==> src/rtl/block_ram_nrw.sv <==
`default_nettype none
// ============================================================================
// Module   : block_ram_nrw
// Purpose  : Multi-port block RAM with NUM_PORTS independent read/write ports.
//            Every port uses a valid/bp request-response handshake and has its
//            own registered response (1-cycle read latency, read-old-data).
//            Same-cycle writes to one address resolve to the lowest-index port.
//            Out-of-range addresses (addr >= DEPTH) drop writes and return 0.
// Optional : define BLOCK_RAM_CLEAR_EN to add a post-reset sweep that zeroes
//            the whole memory (one word per cycle) while holding every
//            request backpressure bit high.
// Ports    : clk                - clock
//            resetn             - synchronous, active-low reset
//            i_port_req         - flattened requests, port p at [p*RW +: RW],
//                                 RW = WIDTH+ADDR_WIDTH+1; bit 0 = wr,
//                                 [WIDTH:1] = data, [WIDTH+ADDR_WIDTH:WIDTH+1]
//                                 = addr
//            i_port_req_valid   - per-port request valid
//            o_port_req_bp      - per-port request backpressure
//            o_port_resp        - per-port response data, port p at
//                                 [p*WIDTH +: WIDTH]
//            o_port_resp_valid  - per-port response valid
//            i_port_resp_bp     - per-port response backpressure
// Revision : 1.0 - initial release
// ============================================================================
module block_ram_nrw #(
  parameter int WIDTH      = 8,
  parameter int DEPTH      = 8,
  parameter int ADDR_WIDTH = 8,
  parameter int NUM_PORTS  = 2
) (
  input  logic                                      clk,
  input  logic                                      resetn,
  input  logic [NUM_PORTS*(WIDTH+ADDR_WIDTH+1)-1:0] i_port_req,
  input  logic [NUM_PORTS-1:0]                      i_port_req_valid,
  output logic [NUM_PORTS-1:0]                      o_port_req_bp,
  output logic [NUM_PORTS*WIDTH-1:0]                o_port_resp,
  output logic [NUM_PORTS-1:0]                      o_port_resp_valid,
  input  logic [NUM_PORTS-1:0]                      i_port_resp_bp
);

  // Width of one request slice.
  localparam int c_req_w = WIDTH + ADDR_WIDTH + 1;
  // Width of the physical word index into the storage array.
  localparam int c_idx_w = (DEPTH > 1) ? $clog2(DEPTH) : 1;
  // DEPTH widened by one bit so addr < DEPTH is an unsigned compare with no
  // truncation, even when DEPTH == 2**ADDR_WIDTH.
  localparam logic [ADDR_WIDTH:0] c_depth = (ADDR_WIDTH+1)'(DEPTH);

  // --------------------------------------------------------------------------
  // Storage and per-port state
  // --------------------------------------------------------------------------
  logic [WIDTH-1:0]      r_mem        [DEPTH];
  logic [WIDTH-1:0]      r_resp       [NUM_PORTS];
  logic [NUM_PORTS-1:0]  r_resp_valid;

  // Decoded request fields
  logic                  w_wr         [NUM_PORTS];
  logic [WIDTH-1:0]      w_wdata      [NUM_PORTS];
  logic [ADDR_WIDTH-1:0] w_addr       [NUM_PORTS];
  logic [c_idx_w-1:0]    w_idx        [NUM_PORTS];
  logic [NUM_PORTS-1:0]  w_in_range;
  logic [NUM_PORTS-1:0]  w_req_bp;
  logic [NUM_PORTS-1:0]  w_accept;
  logic [NUM_PORTS-1:0]  w_wen;

  // High while the optional clear sweep owns the memory.
  logic                  w_clearing;

  // --------------------------------------------------------------------------
  // Optional clear sweep
  // --------------------------------------------------------------------------
`ifdef BLOCK_RAM_CLEAR_EN
  typedef enum logic [0:0] {
    ST_CLEAR = 1'b0,
    ST_RUN   = 1'b1
  } clr_state_t;

  localparam logic [c_idx_w-1:0] c_last_addr = c_idx_w'(DEPTH - 1);

  clr_state_t          r_clr_state;
  logic [c_idx_w-1:0]  r_clr_addr;
  logic                r_clr_busy;

  // r_clr_busy is a registered copy of "state == ST_CLEAR" so the
  // backpressure path sees a flop output rather than a state decode.
  always_ff @(posedge clk) begin
    if (!resetn) begin
      r_clr_state <= ST_CLEAR;
      r_clr_addr  <= '0;
      r_clr_busy  <= 1'b1;
    end else begin
      case (r_clr_state)
        ST_CLEAR: begin
          if (r_clr_addr == c_last_addr) begin
            r_clr_state <= ST_RUN;
            r_clr_busy  <= 1'b0;
          end else begin
            r_clr_addr  <= r_clr_addr + c_idx_w'(1);
          end
        end
        ST_RUN: begin
          r_clr_busy <= 1'b0;
        end
        default: begin
          r_clr_state <= ST_CLEAR;
          r_clr_addr  <= '0;
          r_clr_busy  <= 1'b1;
        end
      endcase
    end
  end

  assign w_clearing = r_clr_busy;
`else
  assign w_clearing = 1'b0;
`endif

  // --------------------------------------------------------------------------
  // Request decode, backpressure and acceptance
  // --------------------------------------------------------------------------
  always_comb begin
    w_wr       = '{default: '0};
    w_wdata    = '{default: '0};
    w_addr     = '{default: '0};
    w_idx      = '{default: '0};
    w_in_range = '0;
    w_req_bp   = '0;
    w_accept   = '0;
    w_wen      = '0;
    for (int p = 0; p < NUM_PORTS; p++) begin
      w_wr[p]       = i_port_req[p*c_req_w];
      w_wdata[p]    = i_port_req[p*c_req_w + 1 +: WIDTH];
      w_addr[p]     = i_port_req[p*c_req_w + WIDTH + 1 +: ADDR_WIDTH];
      w_idx[p]      = w_addr[p][c_idx_w-1:0];
      w_in_range[p] = ({1'b0, w_addr[p]} < c_depth);
      // A held response blocks only its own port; streaming with the
      // response being consumed every cycle sees no bubble.
      w_req_bp[p]   = (r_resp_valid[p] & i_port_resp_bp[p]) | w_clearing;
      w_accept[p]   = i_port_req_valid[p] & ~w_req_bp[p];
      w_wen[p]      = w_accept[p] & w_wr[p] & w_in_range[p];
    end
  end

  // --------------------------------------------------------------------------
  // Memory write path
  // --------------------------------------------------------------------------
  // Ports are visited from highest to lowest index; with non-blocking
  // assignments the last write to an element wins, so the lowest-index
  // port takes priority on an address collision. Nothing is written while
  // reset is asserted.
  always_ff @(posedge clk) begin
    if (resetn) begin
`ifdef BLOCK_RAM_CLEAR_EN
      if (w_clearing) begin
        r_mem[r_clr_addr] <= '0;
      end
`endif
      for (int p = NUM_PORTS - 1; p >= 0; p--) begin
        if (w_wen[p]) begin
          r_mem[w_idx[p]] <= w_wdata[p];
        end
      end
    end
  end

  // --------------------------------------------------------------------------
  // Per-port response registers
  // --------------------------------------------------------------------------
  // The read samples r_mem before this edge's writes land, which gives
  // read-old-data for reads and writes alike (a write returns the value it
  // overwrote).
  always_ff @(posedge clk) begin
    if (!resetn) begin
      r_resp_valid <= '0;
      for (int p = 0; p < NUM_PORTS; p++) begin
        r_resp[p] <= '0;
      end
    end else begin
      for (int p = 0; p < NUM_PORTS; p++) begin
        if (w_accept[p]) begin
          r_resp_valid[p] <= 1'b1;
          r_resp[p]       <= w_in_range[p] ? r_mem[w_idx[p]] : '0;
        end else if (!(r_resp_valid[p] && i_port_resp_bp[p])) begin
          // Response consumed (or none pending) and nothing new accepted.
          r_resp_valid[p] <= 1'b0;
        end
      end
    end
  end

  // --------------------------------------------------------------------------
  // Outputs
  // --------------------------------------------------------------------------
  always_comb begin
    o_port_resp = '0;
    for (int p = 0; p < NUM_PORTS; p++) begin
      o_port_resp[p*WIDTH +: WIDTH] = r_resp[p];
    end
  end

  assign o_port_req_bp     = w_req_bp;
  assign o_port_resp_valid = r_resp_valid;

endmodule
`default_nettype wire

==> config.mk <==
export PLATFORM = sky130hd
export DESIGN_NAME = block_ram_nrw
export DESIGN_NICKNAME = d
export VERILOG_FILES = /design/src/rtl/block_ram_nrw.sv
export SDC_FILE = /design/constraint.sdc
export NUM_CORES = 1
export LEC_CHECK = 0
export CAP_MARGIN = 20
export CORE_MARGIN = 1
export CORE_UTILIZATION = 30
export CTS_BUF_LIST = sky130_fd_sc_hd__clkbuf_4
export DETAILED_ROUTE_END_ITERATION = 12
export HOLD_SLACK_MARGIN = 0.02
export PLACE_DENSITY = 0.51
export SLEW_MARGIN = 20
export SYNTH_ARGS = -nofsm -noshare
export SYNTH_HDL_FRONTEND = slang
export SYNTH_SLANG_ARGS = --single-unit
export TNS_END_PERCENT = 30
==> constraint.sdc <==
create_clock -name clk -period 3.15 [get_ports clk]
set_input_delay 0.63 -clock clk [delete_from_list [all_inputs] [get_ports clk]]
set_output_delay 0.63 -clock clk [all_outputs]
set_load 0.05 [all_outputs]
==> results.py <==
metrics = {
    "logic_synthesis": {
        "synthArstFlopShare_pct": 0,
        "synth_xor_area_share_pct": 0,
        "syn_avg_cell_area_um2": 13.92,
        "synth_edf_count": 80,
        "synth_cells": 347,
        "synth_compound_area_share_pct": 8.728,
        "synth_seq_cells": 82,
        "synthMuxAreaShare_pct": 27.14,
        "synth_top_area_share_pct": 49.73,
        "netlist_area_mm2": 0.004831,
        "ys_top_cells_by_area": "edfxtp_1, mux2_2, mux4_2",
        "synth-seq-area-share_pct": 50.56,
        "synth_flop_cell": "edfxtp_1",
        "synth_top_family_by_area": "multiplexers",
        "yosysMostFrequentCell": "edfxtp_1",
        "yosys_warnings": 0,
        "synth_cell_types": 58,
        "yosys.area.top_type": "edfxtp_1",
        "ys_top_cells_by_count": "edfxtp_1, mux2_2, mux2i_1, a21oi_1, nor2_1",
        "synth-simple-area-share_pct": 9.402,
        "synth_adder_area_share_pct": 0,
        "syn_nets": 387,
    },
    "placement": {
        "portBuffers": 59,
        "gp_congestion": 0.7778,
        "dpl.hpwl_um": 9421,
        "dp_slack_ns": 0.1217,
        "dp.cells": 620,
    },
    "power": {
        "vdd_drop_max_mv": 0.1838,
        "p_per_area_mw_per_mm2": 385.0,
        "leakagePower_uw": 0.001996,
    },
    "floorplanning": {
        "num_rows": 46,
        "die-height_um": 128.9,
        "design.die.area_mm2": 0.01661,
        "initial_core_util_pct": 30.52,
        "core_mm2": 0.01583,
        "die_w_um": 128.9,
        "ios": 60,
    },
    "routing": {
        "num_vias": 3302,
        "first_pass_iters": 7,
        "wire_per_inst_um": 21.73,
        "first_iter_violations": 220,
        "drc_errors": 0,
        "postRouteAntennaNets": 0,
        "viasPerCell": 5.184,
        "routed_wl_um": 13840,
    },
    "worst_setup_path": {
        "cp-start-kind": "primary input",
        "path_class": "primary input to primary output",
        "crit_fanout": 2,
        "critPathRequiredTime_ns": 2.52,
        "end_kind": "primary output",
        "arrival_ns": 2.07,
        "crit_path_start": "i_port_resp_bp[0]",
        "r2r-start": "o_port_resp_valid[0]",
    },
    "layout": {
        "fillCellCount": 1537,
        "syn_to_final_growth_pct": 21.96,
        "layout.nets": 455,
        "stdcell_count": 637,
        "drive_gt1_share_pct": 34.05,
    },
    "clock_network": {
        "worst_skew_pair.late_latency_ns": 0.48,
        "cts_tree": "done",
        "cts_inserted_buffers": 9,
        "cts.sinks": 82,
        "clk_path_buf_depth": 2,
        "cts-resized-gates": 0,
        "htree_levels": 3,
        "post_cts_buffers": 0,
        "cts_hold_buf": 0,
        "path_clk_slew_ns": 0.14,
        "clockRootBuffer": "clkbuf_4",
    },
    "global_routing": {
        "grt_pass1_wl_um": 20470,
        "grt-ovfl-total": 0,
        "antenna_found_initial": 1,
        "grt.total_usage_pct": 17.55,
        "first_global_vias": 3221,
        "grt_max_degree": 36,
    },
    "timing": {
        "fin_crit_sh_pct": 85.66,
        "fmax_ghz": 0.3706,
        "rsz0062_at_grt": "false",
        "tns_ns": 0,
        "slew_headroom_pct": 61.41,
        "slew_viol_final": 0,
        "min_period_ns": 2.698,
        "hold_viol": 0,
        "setup_viol": 0,
        "fin_skew_ns": 0.02086,
        "setup_ws_ns": 0.4516,
        "worst_pin_slew_ns": 0.5770,
    },
    "flow_run": {
        "cap_violations": 0,
    },
    "hold_path": {
        "min_path_type": "flip-flop to flip-flop",
        "holdCritStartpoint": "o_port_resp_valid[1]",
    },
    "outcome": {
        "status": "completed",
    },
}
-- registers in the layout (all words and copies together) (netlist names) --
| signal | cells |
|---|---|
| r_resp | 16 |
| o_port_resp_valid | 2 |
| r_mem | 64 |
-- worst max-delay path: stages --
cell and delay, ns:
clkdlybuf4s50_1 0.47, and2_1 0.15, clkdlybuf4s50_1 0.81
-- per-layer routing --
metal	vias up	part of all wire, %	global-route usage [%]
met2	121	47	28.39
li1	1518	-	-
met3	20	6.0	3.202
met4	0	2.8	7.543
met1	1643	44	23.02
met5	-	0	0
-- cells in the final DEF (no fill, tap or decap), types with 3 or more instances in the layout --
cell type,instances
o21ai_0,5
nand3_1,7
mux4_2,12
edfxtp_1,80
mux2i_1,14
nand2_1,9
mux2_2,75
o31ai_1,6
a21o_1,3
mux2_1,5
a21oi_1,13
a22o_1,4
nor2_1,13
nand2b_1,7
buf_4,24
clkbuf_4,10
and2_1,3
a22oi_1,7
a31oi_1,3
clkdlybuf4s50_1,59
nor2b_1,8
a221oi_1,3
-- power breakdown --
group          total [uW]  leakage (uW)  internal [uW]  switching [uW]
Sequential           1210      0.000768           1210            3.77
Clock                 712     0.0000838            325             387
Combinational         345       0.00114            161             184
Total                2270       0.00200           1690             575
-- final timing paths --
check                         end  cells after the start  slack, ns
max              o_port_req_bp[0]                      3       0.45
min          o_port_resp_valid[1]                      2       0.62
max reg2reg           r_mem[2][7]                      5       0.98
min reg2reg  o_port_resp_valid[1]                      2       0.62
-- cells by family after synthesis --
| group | Yosys count |
|---|---|
| flops | 82 |
| compound gates | 60 |
| simple gates | 69 |
| mux | 106 |
| buf+inv | 30 |
-- layout make-up --
cell class	count	area (um2)	share of cell area (%)
Sequential cell	82	2442	41.45
Multi-Input combinational cell	235	2202	37.38
Timing Repair Buffer	85	810.8	13.76
Tap cell	216	270.3	4.587
Clock inverter	6	81.33	1.380
Clock buffer	10	75.07	1.274
Inverter	2	7.507	0.1274
Antenna cell	1	2.502	0.04247
-- through the flow --
| step | total power, uW | utilization [%] | hold WS [ns] | cell area (um2) |
|---|---|---|---|---|
| floorplan | 1443 | - | 0.5949 | 4831 |
| global placement | 1578 | 36.22 | 0.5883 | 5733 |
| detailed placement | 1581 | 36.22 | 0.6024 | 5733 |
| CTS | 2278 | 37.21 | 0.6337 | 5889 |
| global route | 2349 | 37.23 | 0.6930 | 5892 |
| finish | 2268 | 37.23 | 0.6219 | 5892 |
Note: power is estimated with default switching activity, not from simulation.
==> edit, RTL diff (config.mk and constraints unchanged) <==
Put a register stage on the output `o_port_resp`. The value now appears one clock later. The other outputs are not delayed to match.
--- a/src/rtl/block_ram_nrw.sv
+++ b/src/rtl/block_ram_nrw.sv
@@ -47,6 +47,8 @@
   // truncation, even when DEPTH == 2**ADDR_WIDTH.
   localparam logic [ADDR_WIDTH:0] c_depth = (ADDR_WIDTH+1)'(DEPTH);
 
+  logic [NUM_PORTS*WIDTH-1:0] o_port_resp_d;
+
   // --------------------------------------------------------------------------
   // Storage and per-port state
   // --------------------------------------------------------------------------
@@ -193,15 +195,19 @@
   // Outputs
   // --------------------------------------------------------------------------
   always_comb begin
-    o_port_resp = '0;
+    o_port_resp_d = '0;
     for (int p = 0; p < NUM_PORTS; p++) begin
-      o_port_resp[p*WIDTH +: WIDTH] = r_resp[p];
+      o_port_resp_d[p*WIDTH +: WIDTH] = r_resp[p];
     end
   end
 
   assign o_port_req_bp     = w_req_bp;
   assign o_port_resp_valid = r_resp_valid;
 
+  always_ff @(posedge clk) begin
+    o_port_resp <= o_port_resp_d;
+  end
+
 endmodule
 `default_nettype wire
 
Formal check against the unedited RTL: not equivalent (Yosys sat finds a counterexample within 4 cycles, from zero or initial values and one cycle with resetn low).
==> edit against the original RTL <==
- fmax down 0.60%
- register-to-register slack improved by 70 ps
- area after synthesis rose by 6.2%
- setup slack got worse by 16 ps
- final area up 5.1%
- global-route usage is 0.47 points lower
- total power is 15% higher
- routed wire length up 5.0%
- sequential cell count is 16 higher
- critical path type unchanged
- highest routed layer unchanged
==> edit: results (changes against the original RTL) <==
Placement
  • DP Wirelength: 10.1 mm (+7.3%)
  • DP Area: 0.00602 sq mm (+5.0%)
  • Placed insts: 642 (+3.5%)
  • Routability Congestion: 0.819 (+5.3%)
  • DP Worst Slack: 236 ps (+114 ps)

Setup path
  • Reg-to-reg endpoint: r_mem[6][1]$_DFFE_PP_
  • Startpoint of the worst setup timing path: i_port_resp_bp[1]
  • Register-to-Register Path Depth: 4 (-1)
  • Arrival time at the worst endpoint: 2080 ps
  • R2r setup slk: 1050 ps (+70 ps)
  • Worst Setup EP: o_port_req_bp[1]

Drt
  • Met1 WL: 6.30 mm (+3.1%)
  • Metal2 WL: 6.83 mm (+4.7%)
  • DR iter-0 viols: 259 (+18%)
  • Via count: 3,459 (+4.8%)
  • Avg WL per Cell: 22.1 um (+1.7%)
  • Met3 routed WL: 923 um (+12%)
  • DR pass1 iterations: 6 (-1)
  • Final WL: 14.5 mm (+5.0%)

Power and ir drop
  • Peak VDD IR: 0.156 mV (-15%)
  • Combinational power: 349 uW (+1%)
  • Pleak: 0.00212 uW (+6.0%)
  • Sw Ratio: 24.1% (-1.2 points)
  • PwrDens: 420 mW/mm^2 (+9.0%)
  • Clk pwr share: 31.7% (+0.3 points)

Global route
  • Met2 Usage GRT: 27.1% (-1.3 points)
  • Initial antenna violation count: 1 (unchanged)
  • Total track usage: 17.1% (-0.47 points)
  • Vias in the first global route: 3,545 (+10%)
  • Met3 Usage GRT: 2.91% (-0.29 points)
  • First-pass GRT wire length: 21.9 mm (+7.0%)
  • Grt met1 use: 22.4% (-0.62 points)

Final layout
  • Share of layout cells above drive strength 1: 32.7% (-1.3 points)
  • Multi-input gate area: 0.00219 sq mm (-0.74%)
  • # fillers: 1,619 (+5.3%)
  • Fin nets: 473 (+4.0%)

Clocking
  • Cts repair resizes: 0 (unchanged)
  • Clock Latency Late Sink: 480 ps (about the same)
  • Clock transition at the registers of the reported paths: 140 ps (about the same)

Yosys
  • Post-synthesis net count: 408 (+5.4%)
  • Ranking of synthesized cells by area: edfxtp_1 (47%), mux2_2 (17%), dfxtp_1 (7.0%)
  • Sequential fraction of the synthesis area: 53.8% (+3.3 points)
  • Mux cell area share after synthesis: 24.2% (-3.0 points)
  • Gate Count Post-Synth: 368 (+6.1%)
  • Synth Area in Compound Gates: 8.51% (-0.22 points)
  • Post-synthesis xor/xnor area fraction: 0% (unchanged)
  • Synth cell count leaders: edfxtp_1 (80), mux2_2 (76), dfxtp_1 (18)

STA
  • Slew @ Worst Pin: 640 ps (+63.0 ps)
  • WHS: 357 ps (-265 ps)
  • Final period utilization: 86.2% (+0.51 points)
  • Clk_skew: 15.5 ps (-5.38 ps)

Hold path
  • Hold path depth: 0 (-2)
  • Hold Crit Class: reg2reg
  • Hold Path Origin: r_resp[0][4]$_SDFFCE_PP0P_
  • Worst Hold Path EP: o_port_resp[4]$_DFF_P_

Status
  • Status: completed
edit: cell count changes in the layout (fill, tap and decap cells not counted), moves of 2 or more:
cell / change
mux2i_1: +2
nand3_1: +4
a221oi_1: +2
nand2_1: +7
nor2b_1: -2
nand3b_1: +3
a21oi_1: -5
nor2_1: +2
mux4_2: -2
or2_2: -2
mux2_1: -5
a22oi_1: -3
a21boi_0: -2
dfxtp_1: +16
edit: logic make-up after synthesis:
family                 count (synthesis)
buffers and inverters                 31
AO/OA/AOI/OAI                         59
AND/OR/NAND/NOR                       78
multiplexers                         102
flip-flops                            98
edit: final cells by class:
cell class	count	area share [%]
Antenna cell	1	0.0404
Clock buffer	9	1.09
Clock inverter	6	1.72
Inverter	1	0.0606
Multi-Input combinational cell	239	35.3
Sequential cell	98	44.6
Tap cell	220	4.44
Timing Repair Buffer	84	12.8
edit: worst max-delay path, delay by kind of cell:
| kind | cells | cell delay (ps) |
|---|---|---|
| buffers and inverters | 2 | 1290 |
| AND/OR/NAND/NOR | 1 | 160 |
